===== src/rtl/star_scan_sequencer_pkg.sv =====
// Shared constants, state encoding and box layout for the star scan sequencer.
package star_scan_sequencer_pkg;

   localparam int X_RES     = 60;
   localparam int Y_RES     = 60;
   localparam int XSZ       = 6;
   localparam int YSZ       = 6;
   localparam int ADDR_SZ   = 12;
   localparam int COL_SZ    = 3;
   localparam int THRESHOLD = 0;
   localparam int MAX_STARS = 8;
   localparam int IDX_SZ    = 3;

   localparam int BOX_SZ = 2*XSZ + 2*YSZ;

   // Packed box layout, MSB to LSB: {left, right, top, bottom}
   localparam int BOX_BOTTOM_LSB = 0;
   localparam int BOX_TOP_LSB    = YSZ;
   localparam int BOX_RIGHT_LSB  = 2*YSZ;
   localparam int BOX_LEFT_LSB   = 2*YSZ + XSZ;

   // Width-matched constants so compares stay the same size as the operands
   localparam logic [XSZ-1:0]    X_LAST    = XSZ'(X_RES - 1);
   localparam logic [YSZ-1:0]    Y_LAST    = YSZ'(Y_RES - 1);
   localparam logic [COL_SZ-1:0] THRESH    = COL_SZ'(THRESHOLD);
   localparam logic [IDX_SZ:0]   TBL_DEPTH = (IDX_SZ+1)'(MAX_STARS);

   typedef enum logic [2:0] {
      ST_IDLE    = 3'd0,
      ST_ADDR    = 3'd1,
      ST_WAIT    = 3'd2,
      ST_CHECK   = 3'd3,
      ST_LAUNCH  = 3'd4,
      ST_MEASURE = 3'd5,
      ST_DONE    = 3'd6
   } state_t;

   // 60-wide address translator: y*60 + x built from shifts (32+16+8+4)
   function automatic logic [ADDR_SZ-1:0] addr_of(input logic [XSZ-1:0] x,
                                                  input logic [YSZ-1:0] y);
      logic [ADDR_SZ-1:0] xe;
      logic [ADDR_SZ-1:0] ye;
      xe = {{(ADDR_SZ-XSZ){1'b0}}, x};
      ye = {{(ADDR_SZ-YSZ){1'b0}}, y};
      return (ye << 5) + (ye << 4) + (ye << 3) + (ye << 2) + xe;
   endfunction

endpackage


===== src/rtl/star_box_table.sv =====
// Result table of star bounding boxes with a combinational read port and a
// parallel "is (x,y) inside any recorded box" compare.
module star_box_table
   import star_scan_sequencer_pkg::*;
(
   input  logic              clk,
   input  logic              resetn,
   input  logic              clear,
   input  logic              we,
   input  logic [IDX_SZ-1:0] widx,
   input  logic [BOX_SZ-1:0] wbox,
   input  logic [IDX_SZ-1:0] ridx,
   output logic [BOX_SZ-1:0] rbox,
   input  logic [XSZ-1:0]    cx,
   input  logic [YSZ-1:0]    cy,
   output logic              covered
);

   logic [BOX_SZ-1:0]    boxes [MAX_STARS];
   logic [MAX_STARS-1:0] valid;

   // Valid bits: cleared by reset or at the start of each scan
   always_ff @(posedge clk) begin
      if (!resetn) begin
         valid <= '0;
      end else if (clear) begin
         valid <= '0;
      end else if (we) begin
         valid[widx] <= 1'b1;
      end
   end

   // Box storage needs no reset; an entry is only trusted once its valid bit is set
   always_ff @(posedge clk) begin
      if (we) begin
         boxes[widx] <= wbox;
      end
   end

   assign rbox = boxes[ridx];

   // Inclusive unsigned containment test against every valid entry
   always_comb begin
      logic [XSZ-1:0] l;
      logic [XSZ-1:0] r;
      logic [YSZ-1:0] t;
      logic [YSZ-1:0] b;
      covered = 1'b0;
      for (int i = 0; i < MAX_STARS; i++) begin
         l = boxes[i][BOX_LEFT_LSB   +: XSZ];
         r = boxes[i][BOX_RIGHT_LSB  +: XSZ];
         t = boxes[i][BOX_TOP_LSB    +: YSZ];
         b = boxes[i][BOX_BOTTOM_LSB +: YSZ];
         if (valid[i] && (l <= cx) && (cx <= r) && (t <= cy) && (cy <= b)) begin
            covered = 1'b1;
         end
      end
   end

endmodule


===== src/rtl/star_scan_sequencer.sv =====
// Raster-scans the image RAM, launches the extent measurer on each uncovered
// bright pixel and records the returned bounding boxes.
//
// state   | meaning
// --------+--------------------------------------------------------------
// IDLE    | waiting for start
// ADDR    | rd_addr presents current (x,y)
// WAIT    | RAM read latency
// CHECK   | classify pixel: launch, flag overflow, or advance
// LAUNCH  | one-cycle meas_start pulse with seed
// MEASURE | waiting for meas_done, then store box and advance
// DONE    | scan finished, scan_done high until next start
module star_scan_sequencer
   import star_scan_sequencer_pkg::*;
(
   input  logic                  clk,
   input  logic                  resetn,
   input  logic                  start,
   output logic [ADDR_SZ-1:0]    rd_addr,
   input  logic [COL_SZ-1:0]     rd_data,
   output logic                  meas_start,
   output logic [XSZ-1:0]        meas_x,
   output logic [YSZ-1:0]        meas_y,
   input  logic                  meas_done,
   input  logic [XSZ-1:0]        meas_left,
   input  logic [XSZ-1:0]        meas_right,
   input  logic [YSZ-1:0]        meas_top,
   input  logic [YSZ-1:0]        meas_bottom,
   output logic [IDX_SZ:0]       star_count,
   output logic                  overflow,
   output logic                  busy,
   output logic                  scan_done,
   input  logic [IDX_SZ-1:0]     res_idx,
   output logic [2*XSZ+2*YSZ-1:0] res_box
);

   state_t         state;
   logic [XSZ-1:0] x;
   logic [YSZ-1:0] y;
   logic [XSZ-1:0] x_nxt;
   logic [YSZ-1:0] y_nxt;
   logic           last_px;
   logic           covered;
   logic           hit;
   logic           full;
   logic           tbl_clear;
   logic           tbl_we;

   assign rd_addr   = addr_of(x, y);
   assign last_px   = (x == X_LAST) && (y == Y_LAST);
   assign hit       = (rd_data > THRESH) && !covered;
   assign full      = (star_count >= TBL_DEPTH);
   assign tbl_clear = start && ((state == ST_IDLE) || (state == ST_DONE));
   assign tbl_we    = (state == ST_MEASURE) && meas_done;

   // Next raster position
   always_comb begin
      x_nxt = x + XSZ'(1);
      y_nxt = y;
      if (x == X_LAST) begin
         x_nxt = '0;
         y_nxt = y + YSZ'(1);
      end
   end

   star_box_table u_table (
      .clk     (clk),
      .resetn  (resetn),
      .clear   (tbl_clear),
      .we      (tbl_we),
      .widx    (star_count[IDX_SZ-1:0]),
      .wbox    ({meas_left, meas_right, meas_top, meas_bottom}),
      .ridx    (res_idx),
      .rbox    (res_box),
      .cx      (x),
      .cy      (y),
      .covered (covered)
   );

   // Scan FSM with registered status and measurer handshake outputs
   always_ff @(posedge clk) begin
      if (!resetn) begin
         state      <= ST_IDLE;
         x          <= '0;
         y          <= '0;
         star_count <= '0;
         overflow   <= 1'b0;
         meas_start <= 1'b0;
         meas_x     <= '0;
         meas_y     <= '0;
         busy       <= 1'b0;
         scan_done  <= 1'b0;
      end else begin
         meas_start <= 1'b0;
         case (state)
            ST_IDLE, ST_DONE: begin
               if (start) begin
                  star_count <= '0;
                  overflow   <= 1'b0;
                  x          <= '0;
                  y          <= '0;
                  busy       <= 1'b1;
                  scan_done  <= 1'b0;
                  state      <= ST_ADDR;
               end
            end
            ST_ADDR: state <= ST_WAIT;
            ST_WAIT: state <= ST_CHECK;
            ST_CHECK: begin
               if (hit && !full) begin
                  meas_start <= 1'b1;
                  meas_x     <= x;
                  meas_y     <= y;
                  state      <= ST_LAUNCH;
               end else begin
                  if (hit) begin
                     overflow <= 1'b1;
                  end
                  x <= x_nxt;
                  y <= y_nxt;
                  if (last_px) begin
                     busy      <= 1'b0;
                     scan_done <= 1'b1;
                     state     <= ST_DONE;
                  end else begin
                     state <= ST_ADDR;
                  end
               end
            end
            ST_LAUNCH: state <= ST_MEASURE;
            ST_MEASURE: begin
               if (meas_done) begin
                  star_count <= star_count + (IDX_SZ+1)'(1);
                  x          <= x_nxt;
                  y          <= y_nxt;
                  if (last_px) begin
                     busy      <= 1'b0;
                     scan_done <= 1'b1;
                     state     <= ST_DONE;
                  end else begin
                     state <= ST_ADDR;
                  end
               end
            end
            default: begin
               busy      <= 1'b0;
               scan_done <= 1'b0;
               state     <= ST_IDLE;
            end
         endcase
      end
   end

endmodule


===== config.mk =====
export PLATFORM = sky130hd
export DESIGN_NAME = star_scan_sequencer
export DESIGN_NICKNAME = d
export VERILOG_FILES = /design/src/rtl/star_scan_sequencer_pkg.sv /design/src/rtl/star_box_table.sv /design/src/rtl/star_scan_sequencer.sv
export SDC_FILE = /design/constraint.sdc
export NUM_CORES = 1
export LEC_CHECK = 0
export CORE_ASPECT_RATIO = 0.75
export CORE_MARGIN = 2
export CORE_UTILIZATION = 30
export CTS_CLUSTER_DIAMETER = 40
export CTS_CLUSTER_SIZE = 10
export DETAILED_ROUTE_END_ITERATION = 8
export SETUP_SLACK_MARGIN = 0.3
export SKIP_CTS_REPAIR_TIMING = 1
export SLEW_MARGIN = 0
export SYNTH_ARGS = -nofsm -noshare
export SYNTH_HDL_FRONTEND = slang
export SYNTH_SLANG_ARGS = --single-unit

===== constraint.sdc =====
create_clock -name clk -period 5.4 [get_ports clk]
set_clock_uncertainty 0.1 [all_clocks]
set_input_delay 1.35 -clock clk [delete_from_list [all_inputs] [get_ports clk]]
set_output_delay 1.35 -clock clk [all_outputs]
set_load 0.05 [all_outputs]

==> results.sh <==
export IMPL_status="finished, final reports clean"
export IMPL_fillers=4493
export IMPL_io_pins=90
export IMPL_worstPathCellList="fa_2 -> fa_1 -> fa_1 -> ha_2 -> inv_2 -> fa_2 -> inv_2 -> a21o_1 -> a21oi_2 -> o21bai_1 -> a21oi_2 -> xnor2_4 -> buf_12"
export IMPL_cts_buffers=40
export IMPL_synth_cells=1190
export IMPL_ff2ff_path_depth=12
export IMPL_fin_crit_sh=0.978
export IMPL_synth_seq_cells=235
export IMPL_dp_hpwl_mm=29.2
export IMPL_core_um2=47400
export IMPL_ys_flop_type="edfxtp_1"
export IMPL_htree_levels=2
export IMPL_io_buffers=89
export IMPL_synth_xor_area_share=0.00486
export IMPL_power_leakage_uw=0.00713
export IMPL_die_w_um=257
export IMPL_yosysSeqAreaShare=0.460
export IMPL_gp_congestion=0.864
export IMPL_nNetsFinal=1590
export IMPL_tightest_slew_ns=0.818
export IMPL_grt_max_degree=36
export IMPL_cts_reportedPaths_clkPinSlew_ns=0.05
export IMPL_maxSlewHeadroom=0.453
export IMPL_period_minus_slack_ns=5.28
export IMPL_cts_max_path_buffers=3
export IMPL_synth_top_area_cell="edfxtp_1"
export IMPL_synth_area_mux_share=0.0942
export IMPL_crit_path_max_incr_delay_ns=0.58
export IMPL_cts_tree="yes"
export IMPL_powerDensity_nw_per_um2=273
export IMPL_synth_distinct_cells=65
export IMPL_cts_root_buffer="clkbuf_16"
export IMPL_grt_overflow_total=0
export IMPL_ff2ff_setup_slack_ns=1.58
export IMPL_critPathLaunchType="register"
export IMPL_postSynthNetCount=1454
export IMPL_cts_sinks=235
export IMPL_ant_nets=0
export IMPL_hold_depth=2
export IMPL_final_util=0.375
export IMPL_dpl_cell_area_um2=16300
export IMPL_initial_core_util=0.304
export IMPL_syn_avg_cell_area_um2=12.1
export IMPL_fin_area_um2=17800
export IMPL_async_flop_share=0
export IMPL_endpoint_kind="output pin"
export IMPL_fp_dieArea_um2=49800
export IMPL_synth_compound_area_frac=0.0932
export IMPL_drc=0
export IMPL_num_vias=10000
export IMPL_finalSetupViolCount=0
export IMPL_antenna_found_initial=0
export IMPL_arrival_ns=3.83
export IMPL_drive_gt1_frac=0.164
export IMPL_vias_per_cell=5.03
export IMPL_ir_worst_vdd_uv=146
export IMPL_crit_fanout=4
export IMPL_gr_usage_all_layers=0.162
export IMPL_power_uw=4850
export IMPL_synth_area_um2=14400
export IMPL_required_ns=3.95
export IMPL_grt_setup_unrepaired="yes"
export IMPL_drt_iter0_drc=654
export IMPL_critPathKind="register to output pin"
export IMPL_finalHoldViolCount=0
export IMPL_grt_pass1_vias=10100
export IMPL_antenna_cells=0
export IMPL_core_rowCount=69
export IMPL_synth_area_leaders="edfxtp_1, ha_1, mux4_2, dfxtp_1, inv_1"
export IMPL_dr_pass1_iters=4
export IMPL_synth_simple_area_share=0.0949
export IMPL_yosysTopAreaCellShare=0.400
export IMPL_die_height_um=194
export IMPL_grt_pass1_wl_mm=61.8
export IMPL_synth_edf_count=192
export IMPL_slew_violations=0
export IMPL_synth_top_family_by_area="adder cells"
export IMPL_wl_per_cell_um=20.3
export IMPL_cap_violations=0
export IMPL_areaGrowthSynthToFinish_pct=23.1
export IMPL_cpMaxStageDelayCell="fa_2"
export IMPL_max_freq_mhz=189
export IMPL_hp_class="register to register"
export IMPL_synth_warning_count=0
export IMPL_wl_mm=40.5
export IMPL_synth_fa_ha_area_frac=0.206
export IMPL_clock_latency_ns=0.53
-- cells in the final DEF, fill, tap and decap left out, types with 5 or more instances in the layout --
| cell type | netlist | layout |
|---|---|---|
| ha_1 | 218 | 217 |
| edfxtp_1 | 192 | 192 |
| inv_1 | 152 | 150 |
| a21oi_1 | 77 | 75 |
| nand2_1 | 67 | 67 |
| clkdlybuf4s50_1 | 0 | 65 |
| mux4_2 | 48 | 48 |
| nor2_1 | 52 | 46 |
| buf_4 | 2 | 43 |
| clkbuf_16 | 0 | 42 |
| dfxtp_1 | 43 | 40 |
| nand4_1 | 36 | 36 |
| nand3_1 | 27 | 27 |
| nor2b_1 | 23 | 23 |
| a21boi_0 | 19 | 19 |
| nand2b_1 | 16 | 16 |
| o21ai_0 | 27 | 16 |
| a21o_1 | 14 | 14 |
| mux2_2 | 13 | 13 |
| mux2i_1 | 13 | 13 |
| o32ai_1 | 11 | 11 |
| o21ai_2 | 0 | 9 |
| o32a_1 | 9 | 9 |
| fa_1 | 12 | 9 |
| buf_12 | 0 | 7 |
| nor2_2 | 0 | 6 |
| nor3_1 | 8 | 6 |
| bufinv_16 | 0 | 6 |
| nor3b_1 | 5 | 5 |
| and2_1 | 5 | 5 |
| or3_1 | 5 | 5 |
| clkinvlp_4 | 0 | 5 |
| clkinv_1 | 0 | 5 |
-- report_power, final --
group / internal, µW / switching (µW)
combinational: 108 / 171
sequential: 1960 / 9.47
clock: 1710 / 891
-- sequential cells by signal, summed over array words and instances (netlist names) --
register and flops:
u_table.boxes 192, meas_start 1, x 6, busy 1
y 6, u_table.valid 8, state 3, meas_y 6
overflow 1, star_count 4, scan_done 1, meas_x 6
-- path summary, 6_finish.rpt --
kind | to | start
setup / recovery | rd_addr[11] | y[1]
hold reg to reg | u_table.valid[3] | u_table.valid[3]
setup reg to reg | x[2] | x[4]
hold / removal | u_table.valid[3] | u_table.valid[3]
-- cell type report --
| class | count | area [µm²] | area share |
|---|---|---|---|
| Multi-Input combinational cell | 777 | 7210 | 0.406 |
| Sequential cell | 235 | 6630 | 0.374 |
| Timing Repair Buffer | 120 | 1150 | 0.0648 |
| Clock buffer | 46 | 1070 | 0.0600 |
| Tap cell | 639 | 800 | 0.0450 |
| Inverter | 152 | 571 | 0.0321 |
| Clock inverter | 27 | 325 | 0.0183 |
-- layer usage --
metal	part of all wire	vias to the layer above	track usage
li1	-	4744	-
met1	0.48	4988	0.237
met2	0.44	265	0.251
met3	0.058	44	0.0284
met4	0.015	0	0.0332
met5	0	-	0
-- per-stage QoR --
step	cells	setup WS [ns]	setup TNS (ns)	hold WS [ns]
final	1996	0.121	0	0.368
after global routing	1996	-0.0826	-0.0826	0.411
after CTS	1992	-0.239	-0.239	0.368
after detailed placement	1919	0.320	0	0.357
after global placement	1919	0.335	0	0.345
after floorplan	1190	0.278	0	0.332
-- Yosys cell counts (all sizes together) (4+ instances only) --
master	count
nor2	52
mux4	48
inv	152
o22ai	4
and3	4
and4	5
a21boi	20
o32ai	11
or3	5
a21oi	77
nor3b	6
a211oi	4
o32a	9
buf	10
and2	5
nand4	36
nor2b	23
a31oi	6
edfxtp	192
xnor2	6
fa	12
o21bai	4
mux2	13
ha	218
clkbuf	16
o21ai	28
mux2i	13
dfxtp	43
nand2	67
nor3	8
nand3	28
nand2b	16
a21o	14
-- kinds of logic after synthesis --
group	Yosys count
xor+xnor	8
compound gates	202
flops	235
fa+ha+maj	230
simple gates	263
mux	74
buf+inv	178
-- worst max-delay path: cells and delay by family (launching register included) --
kind	cells	cell delay, ns
flip-flops	1	0.36
adder cells (fa/ha/maj)	5	2.09
buffers and inverters	3	0.24
XOR/XNOR	1	0.19
AO/OA/AOI/OAI	4	0.43
Power figures use the tool's default switching activity.
